==> src/rtl/ex_commit_ctrl.sv <==
// Exception/ERET commit controller at the end of WB: it prioritises exceptions, commits to CP0, flushes the pipe and redirects fetch.
// Optional feature: EX_BADVADDR_EN drives BadVAddr for address-error exceptions.
module ex_commit_ctrl #(
    parameter logic [31:0] EX_ENTRY     = 32'hbfc00380,
    parameter int          FLUSH_CYCLES = 2
) (
    input  logic        clk,
    input  logic        reset,
    input  logic        ws_valid,
    input  logic [31:0] ws_pc,
    input  logic        ws_bd,
    input  logic [6:0]  ws_exc_vec,
    input  logic        ws_eret,
    input  logic [31:0] ws_data_addr,
    output logic        ws_ready,
    output logic        ws_cancel,
    input  logic        c0_status_ie,
    input  logic        c0_status_exl,
    input  logic [7:0]  c0_status_im,
    input  logic [7:0]  c0_cause_ip,
    input  logic [31:0] c0_epc,
    output logic        wb_ex,
    output logic [4:0]  wb_excode,
    output logic        wb_bd,
    output logic [31:0] wb_pc,
    output logic        eret_flush,
    output logic [31:0] wb_badvaddr,
    output logic        wb_badvaddr_we,
    output logic        pipe_flush,
    output logic        redirect_valid,
    output logic [31:0] redirect_pc,
    input  logic        redirect_ready
);

    typedef enum logic [1:0] {S_IDLE, S_COMMIT, S_FLUSH, S_REDIRECT} state_t;

    localparam logic [4:0] EXC_INT  = 5'd0;
    localparam logic [4:0] EXC_ADEL = 5'd4;
    localparam logic [4:0] EXC_ADES = 5'd5;
    localparam logic [4:0] EXC_SYS  = 5'd8;
    localparam logic [4:0] EXC_BP   = 5'd9;
    localparam logic [4:0] EXC_RI   = 5'd10;
    localparam logic [4:0] EXC_OV   = 5'd12;
    localparam logic [3:0] CNT_INIT = 4'(FLUSH_CYCLES - 1);

    state_t      r_state, w_next;
    logic [4:0]  r_excode;
    logic        r_bd;
    logic [31:0] r_pc;
    logic        r_is_eret;
    logic [31:0] r_epc;
    logic [3:0]  r_cnt;

    logic        w_int_pend, w_any_exc, w_take, w_eret_only;
    logic [4:0]  w_excode;
    logic        w_addr_if, w_addr_d;

    assign w_int_pend  = c0_status_ie & ~c0_status_exl & (|(c0_status_im & c0_cause_ip));
    assign w_any_exc   = w_int_pend | (|ws_exc_vec);
    assign w_take      = ws_valid & ws_ready & (w_any_exc | ws_eret);
    assign w_eret_only = ws_eret & ~w_any_exc;
    assign ws_cancel   = w_take & ~w_eret_only;

    // vec bits: {ades,adel_d,ov,bp,sys,ri,adel_if}
    always_comb begin
        w_excode  = EXC_INT;
        w_addr_if = 1'b0;
        w_addr_d  = 1'b0;
        if (w_int_pend) begin
            w_excode = EXC_INT;
        end else if (ws_exc_vec[0]) begin
            w_excode  = EXC_ADEL;
            w_addr_if = 1'b1;
        end else if (ws_exc_vec[1]) begin
            w_excode = EXC_RI;
        end else if (ws_exc_vec[4]) begin
            w_excode = EXC_OV;
        end else if (ws_exc_vec[2]) begin
            w_excode = EXC_SYS;
        end else if (ws_exc_vec[3]) begin
            w_excode = EXC_BP;
        end else if (ws_exc_vec[5]) begin
            w_excode = EXC_ADEL;
            w_addr_d = 1'b1;
        end else if (ws_exc_vec[6]) begin
            w_excode = EXC_ADES;
            w_addr_d = 1'b1;
        end
    end

    always_ff @(posedge clk or posedge reset) begin
        if (reset) begin
            r_state   <= S_IDLE;
            r_excode  <= 5'd0;
            r_bd      <= 1'b0;
            r_pc      <= 32'd0;
            r_is_eret <= 1'b0;
            r_epc     <= 32'd0;
            r_cnt     <= 4'd0;
        end else begin
            r_state <= w_next;
            if (w_take) begin
                r_excode  <= w_excode;
                r_bd      <= ws_bd;
                r_pc      <= ws_pc;
                r_is_eret <= w_eret_only;
                r_epc     <= c0_epc;
            end
            if (r_state == S_COMMIT)
                r_cnt <= CNT_INIT;
            else if (r_state == S_FLUSH && r_cnt != 4'd0)
                r_cnt <= r_cnt - 4'd1;
        end
    end

`ifdef EX_BADVADDR_EN
    logic [31:0] r_badvaddr;
    logic        r_bv_we;

    always_ff @(posedge clk or posedge reset) begin
        if (reset) begin
            r_badvaddr <= 32'd0;
            r_bv_we    <= 1'b0;
        end else if (w_take) begin
            r_badvaddr <= w_addr_if ? ws_pc : ws_data_addr;
            r_bv_we    <= w_addr_if | w_addr_d;
        end
    end

    assign wb_badvaddr    = wb_ex ? r_badvaddr : 32'd0;
    assign wb_badvaddr_we = wb_ex & r_bv_we;
`else
    logic w_unused_bv;
    assign w_unused_bv    = ^{ws_data_addr, w_addr_if, w_addr_d};
    assign wb_badvaddr    = 32'd0;
    assign wb_badvaddr_we = 1'b0;
`endif

    always_comb begin
        w_next = r_state;
        case (r_state)
            S_IDLE:     if (w_take) w_next = S_COMMIT;
            S_COMMIT:   w_next = S_FLUSH;
            S_FLUSH:    if (r_cnt == 4'd0) w_next = S_REDIRECT;
            S_REDIRECT: if (redirect_ready) w_next = S_IDLE;
            default:    w_next = S_IDLE;
        endcase
    end

    // Commit fields are gated so CP0 only ever sees them alongside the strobe.
    always_comb begin
        ws_ready       = 1'b0;
        wb_ex          = 1'b0;
        eret_flush     = 1'b0;
        wb_excode      = 5'd0;
        wb_bd          = 1'b0;
        wb_pc          = 32'd0;
        pipe_flush     = 1'b0;
        redirect_valid = 1'b0;
        redirect_pc    = 32'd0;
        case (r_state)
            S_IDLE: ws_ready = 1'b1;
            S_COMMIT: begin
                pipe_flush = 1'b1;
                if (r_is_eret) begin
                    eret_flush = 1'b1;
                end else begin
                    wb_ex     = 1'b1;
                    wb_excode = r_excode;
                    wb_bd     = r_bd;
                    wb_pc     = r_pc;
                end
            end
            S_FLUSH: pipe_flush = 1'b1;
            S_REDIRECT: begin
                redirect_valid = 1'b1;
                redirect_pc    = r_is_eret ? r_epc : EX_ENTRY;
            end
            default: ;
        endcase
    end

endmodule

==> config.mk <==
export PLATFORM = sky130hd
export DESIGN_NAME = ex_commit_ctrl
export DESIGN_NICKNAME = d
export VERILOG_FILES = /design/src/rtl/ex_commit_ctrl.sv
export SDC_FILE = /design/constraint.sdc
export NUM_CORES = 1
export LEC_CHECK = 0
export BUFFER_PORTS_ARGS = -buffer_cell sky130_fd_sc_hd__clkbuf_2
export CORE_MARGIN = 3
export CORE_UTILIZATION = 40
export CTS_CLUSTER_DIAMETER = 150
export CTS_CLUSTER_SIZE = 28
export DETAILED_ROUTE_END_ITERATION = 8
export GPL_ROUTABILITY_DRIVEN = 0
export PLACE_DENSITY = 0.78
export SETUP_SLACK_MARGIN = 0.02
export SLEW_MARGIN = 40
export SYNTH_ARGS = -nofsm -noshare
export SYNTH_HDL_FRONTEND = slang
export SYNTH_SLANG_ARGS = --single-unit
==> constraint.sdc <==
create_clock -name clk -period 1.98 [get_ports clk]
set_input_delay 0.198 -clock clk [delete_from_list [all_inputs] [get_ports clk]]
set_output_delay 0.198 -clock clk [all_outputs]
set_load 0.1 [all_outputs]
# ---- Yosys cells after proc, flatten, opt, wreduce, memory -nomap -nowiden
# Cells that the tools add are included.
dict set report op_classes {
  addsub 1
  eq_ne 6
  muxes 29
  n_bitwise 12
  n_reduce_logical 9
}
# operator n
set op_table {}
lappend op_table {{2-to-1 mux 32 bit} 4}
lappend op_table {{2-to-1 mux 4 bit} 8}
lappend op_table {{2-to-1 mux 5 bit} 2}
lappend op_table {{2-to-1 mux 1 bit} 9}
lappend op_table {{bitwise AND 8 bit} 1}
lappend op_table {{case mux 2 bit (4 select lines)} 1}
lappend op_table {{OR reduction 8 bit} 1}
lappend op_table {{OR reduction 7 bit} 1}
lappend op_table {{bitwise AND 1 bit} 6}
lappend op_table {{2-to-1 mux 2 bit} 3}
lappend op_table {{2-to-1 mux 3 bit} 2}
lappend op_table {{== test 2 bit (second input constant)} 2}
lappend op_table {{zero test 4 bit} 1}
lappend op_table {{!= test 2 bit (second input constant)} 2}
lappend op_table {{nonzero test 4 bit} 1}
lappend op_table {{subtractor 4 x 1 -> 4 bit (second input constant)} 1}
lappend op_table {{NOT 1 bit} 3}
lappend op_table {{AND reduction 3 bit} 1}
lappend op_table {{== test 2 x 1 -> 1 bit (second input constant)} 1}
lappend op_table {{zero test 2 bit} 1}
lappend op_table {{!= test 2 x 1 -> 1 bit (second input constant)} 1}
lappend op_table {{bitwise OR 1 bit} 2}
lappend op_table {{nonzero test 2 bit} 1}
lappend op_table {{OR reduction 2 bit} 1}
lappend op_table {{logical AND 1 bit} 1}
dict set report word_totals {
  register_bits 77
  output_inout_bits 109
}

# ---- Logic depth before layout (Yosys ltp)
dict set report depth {
  ltp_word 8
  depth_mapped 7
}

# ---- Worst setup path after synthesis
# Ideal clock, no wire load.
dict set report synth_timing {
  kind {reg2reg}
  startpoint {register r_state[0]}
  endpoint {register r_is_eret}
  arrival_time_ns 3.240
  required_time_ns 1.769
  setup_slack_ns -1.470
  stages_incl_launch_ff 6
  path_buffers 0
  period_less_slack_ns 3.450
  path_cell_list {dfrtp_1 inv_1 ha_1 nand2_1 a31oi_1 nor2_1}
}
dict set report synth_between {
  elab_chain_len 4
}
# element line_no
set synth_rtl {}
lappend synth_rtl {{from (decl)} 46} ;# state_t r_state, w_next;
lappend synth_rtl {{from (signal assigned)} 101} ;# r_state <= w_next;
lappend synth_rtl {{zero test 2 bit} 161} ;# case (r_state)
lappend synth_rtl {{2-to-1 mux 1 bit} 161}
lappend synth_rtl {{named net ws_ready} 15} ;# output logic ws_ready,
lappend synth_rtl {{bitwise AND 1 bit (2 in series)} 60} ;# assign w_take = ws_valid & ws_ready & (w_any_exc | ws_eret);
lappend synth_rtl {{to (signal assigned)} 106} ;# r_is_eret <= w_eret_only;
lappend synth_rtl {{to (decl)} 50} ;# logic r_is_eret;
# The timed path passes the listed nets, and every way through them passes these cells.
# A chain may end at the register's enable or synchronous reset.

# ---- Worst setup path in the final report
dict set report layout_timing {
  startpoint {register r_state[1]}
  endpoint {output port wb_pc[11]}
}
dict set report layout_between {
  elab_chain_len 2
}
# element line_no
set layout_rtl {}
lappend layout_rtl {{== test 2 x 1 -> 1 bit} 161}
lappend layout_rtl {{2-to-1 mux 32 bit} 161}
lappend layout_rtl {{to (decl)} 25} ;# output logic [31:0] wb_pc,
# Every way passes these cells.

==> results.json <==
{
  "grt_max_degree": 45,
  "clockBufferDepth": 2,
  "wl_per_cell_um": 17.43,
  "insertedDiodeCount": 0,
  "cp-end-kind": "primary output",
  "ant_nets": 0,
  "slowest_delay_ns": 0.41,
  "max_freq_mhz": 520.2,
  "die_x_um": 105.5,
  "fin_crit_sh_pct": 97.09,
  "slowest_stage": "dfrtp_2",
  "synth_seq_cells": 76,
  "tns_ns": 0,
  "grt_util_all_layers_pct": 20.61,
  "antenna_found_initial": 0,
  "cts_root_buffer": "clkbuf_8",
  "io_pins": 236,
  "clk_latency_ns": 0.35,
  "synth.most_common_cell": "dfrtp_1",
  "cp_top_family": "buffers and inverters",
  "final_max_slew_viol_count": 0,
  "synth_common_cells": "76 x dfrtp_1, 49 x mux2_2, 40 x and2_1",
  "core_sq_um": 9415,
  "initial_utilization_pct": 42.10,
  "die-area_sq_um": 11140,
  "numCtsBuffers": 9,
  "outcome": "finished clean",
  "power_frac_comb_pct": 69.3,
  "start_kind": "flop",
  "avgSynthCellArea_sq_um": 11.62,
  "synth-main-ff-cell": "dfrtp_1",
  "via_per_inst": 4.771,
  "worstMarginPinSlew_ns": 0.6895,
  "firstDrtPassIters": 4,
  "p_per_area_nw_per_um2": 1925,
  "cts_sinks": 76,
  "relSlewSlack_pct": 53.94,
  "synth_area_leaders": "dfrtp_1 48%, mux2_2 14%, buf_4 6.6%, mux2_4 6.4%, and2_1 6.3%",
  "synth_top_area_share_pct": 47.98,
  "h-tree-depth": 3,
  "finClkSkew_ns": 0.01530,
  "port_buffers": 169,
  "rsz0062_at_grt": "yes",
  "stdcell_count": 667,
  "setup_viol": 0,
  "leakagePower_nw": 3.170,
  "grt_pass1_wl_um": 18080,
  "cts_tree": "done",
  "overflow": 0,
  "p_switching_mw": 6.439,
  "drc_errors": 0,
  "final.min_clock_period_ns": 1.922,
  "vdd_drop_max_mv": 1.417,
  "worstPathArrival_ns": 1.72,
  "path_class": "flop to primary output",
  "rows": 35,
  "synth.distinct_cells": 34,
  "crit_chain": "inv_2 > ha_4 > nor2b_4 > buf_6 > clkbuf_16 > and2_4 > buf_12",
  "seqPwrFrac_pct": 21.5,
  "finalHoldViolations": 0,
  "synth_area_leader_cell": "dfrtp_1",
  "fp.dieH_um": 105.5,
  "grt_pass1_vias": 3610,
  "dp_hpwl_um": 8619,
  "critPathBufInv": 4,
  "yosysSeqAreaShare_pct": 47.98,
  "path_clk_slew_ns": 0.09,
  "num_vias": 3182,
  "async_flop_share_pct": 100.0,
  "p_int_mw": 6.509,
  "dpl.cell_count": 636,
  "syn_inst": 341,
  "min_path_type": "input pin to flop",
  "maxCapViolations": 0,
  "wl_um": 11630,
  "yosys_warnings": 0,
  "nNetsFinal": 665,
  "drive_above_1_share_pct": 67.66,
  "areaGrowthSynthToFinish_pct": 69.67,
  "final_core_util_pct": 71.43,
  "synth_edf_count": 0,
  "pwr-share-clk_pct": 9.2,
  "crit_fanout": 5,
  "p_sw_share_pct": 49.73,
  "drtIter0Drc": 59,
  "worstPathRequired_ns": 1.78,
  "syn_area_sq_um": 3964
}
power by group through the flow:
stage / clock network [mW] / registers [mW] / logic [mW]
finish: 1.19 / 2.79 / 8.97
detailed placement: 0 / 2.79 / 8.45
global route: 1.30 / 2.87 / 9.29
CTS: 1.23 / 2.78 / 8.78
floorplan: 0 / 2.64 / 6.06
global placement: 0 / 2.70 / 8.28
final cells by class:
cell class,count,area (sq um)
clock inverters,5,60.06
repair buffers,199,2273
flip-flops and latches,76,1906
inverters,23,90.09
well taps,129,161.4
clock buffers,11,141.4
multi-input cells,224,2093
fillers,656,2690
cell usage in the layout, fill, tap and decap left out, drive strengths merged, types with 2 or more instances in the layout:
master,n
a211oi,2
a21oi,14
a221oi,2
a22o,4
a31oi,2
and2,40
and3,20
buf,99
clkbuf,110
clkinv,2
clkinvlp,2
conb,34
dfrtp,76
ha,5
inv,23
mux2,66
nand2,3
nand3,3
nor2,6
nor2b,4
nor3,3
nor4,2
o21ai,2
o22ai,3
xor2,2
final timing paths:
check	start	endpoint	slack (ns)	cells after the start
worst min-delay path	ws_pc[2]	r_pc[2]	0.07	2
worst min register to register	r_epc[8]	r_epc[8]	0.51	1
worst max register to register	r_state[0]	r_epc[21]	0.07	6
worst max-delay path	r_state[1]	wb_pc[11]	0.06	7
max in group asynchronous	reset	r_is_eret	0.83	4
min in group asynchronous	reset	r_epc[26]	0.51	3
per-stage QoR:
stage / setup WS [ns] / power [mW] / cell area, sq um / hold slack [ns]
after floorplan: -0.1236 / 8.699 / 4383 / 0.3403
after global placement: 0.03997 / 10.99 / 6271 / 0.3283
after detailed placement: -0.003996 / 11.24 / 6271 / 0.3410
after CTS: -0.009295 / 12.80 / 6623 / 0.05815
after global routing: -0.02206 / 13.47 / 6725 / 0.06627
final: 0.05771 / 12.95 / 6725 / 0.07445
state kept, by name, summed over array words and instances, names as in the netlist:
signal / flops
r_bd: 1
r_cnt: 4
r_epc: 32
r_excode: 4
r_is_eret: 1
r_pc: 32
r_state: 2
repair_timing:
action | CTS | global route
pin swaps | 13 | 10
hold buffers | 1 | 0
setup endpoints to repair | 51 | 114
resized for setup | 25 | 6
buffers inserted | 8 | 2
endpoints found under the hold margin | 28 | 0
cloned | 1 | 4
cell families (layout without fill, tap and decap cells):
kind of cell	count (synthesis)	count (layout)	synth area share (%)
buf+inv	74	238	10.83
xor+xnor	3	3	0.6630
compound gates	33	33	5.934
fa+ha+maj	5	5	1.578
other cells	1	34	0.09461
simple gates	83	83	12.56
flops	76	76	47.98
mux	66	66	20.36
routing by layer:
metal / GRT usage (%) / part of all wire [%] / wire length [um] / up-vias
li1: - / - / - / 1467
met1: 22.27 / 38 / 4414 / 1551
met2: 38.52 / 54 / 6221 / 138
met3: 3.613 / 5.5 / 643 / 26
met4: 9.991 / 3.0 / 346 / 0
met5: 0 / 0 / 0 / -
(Power assumes the default switching activity.)
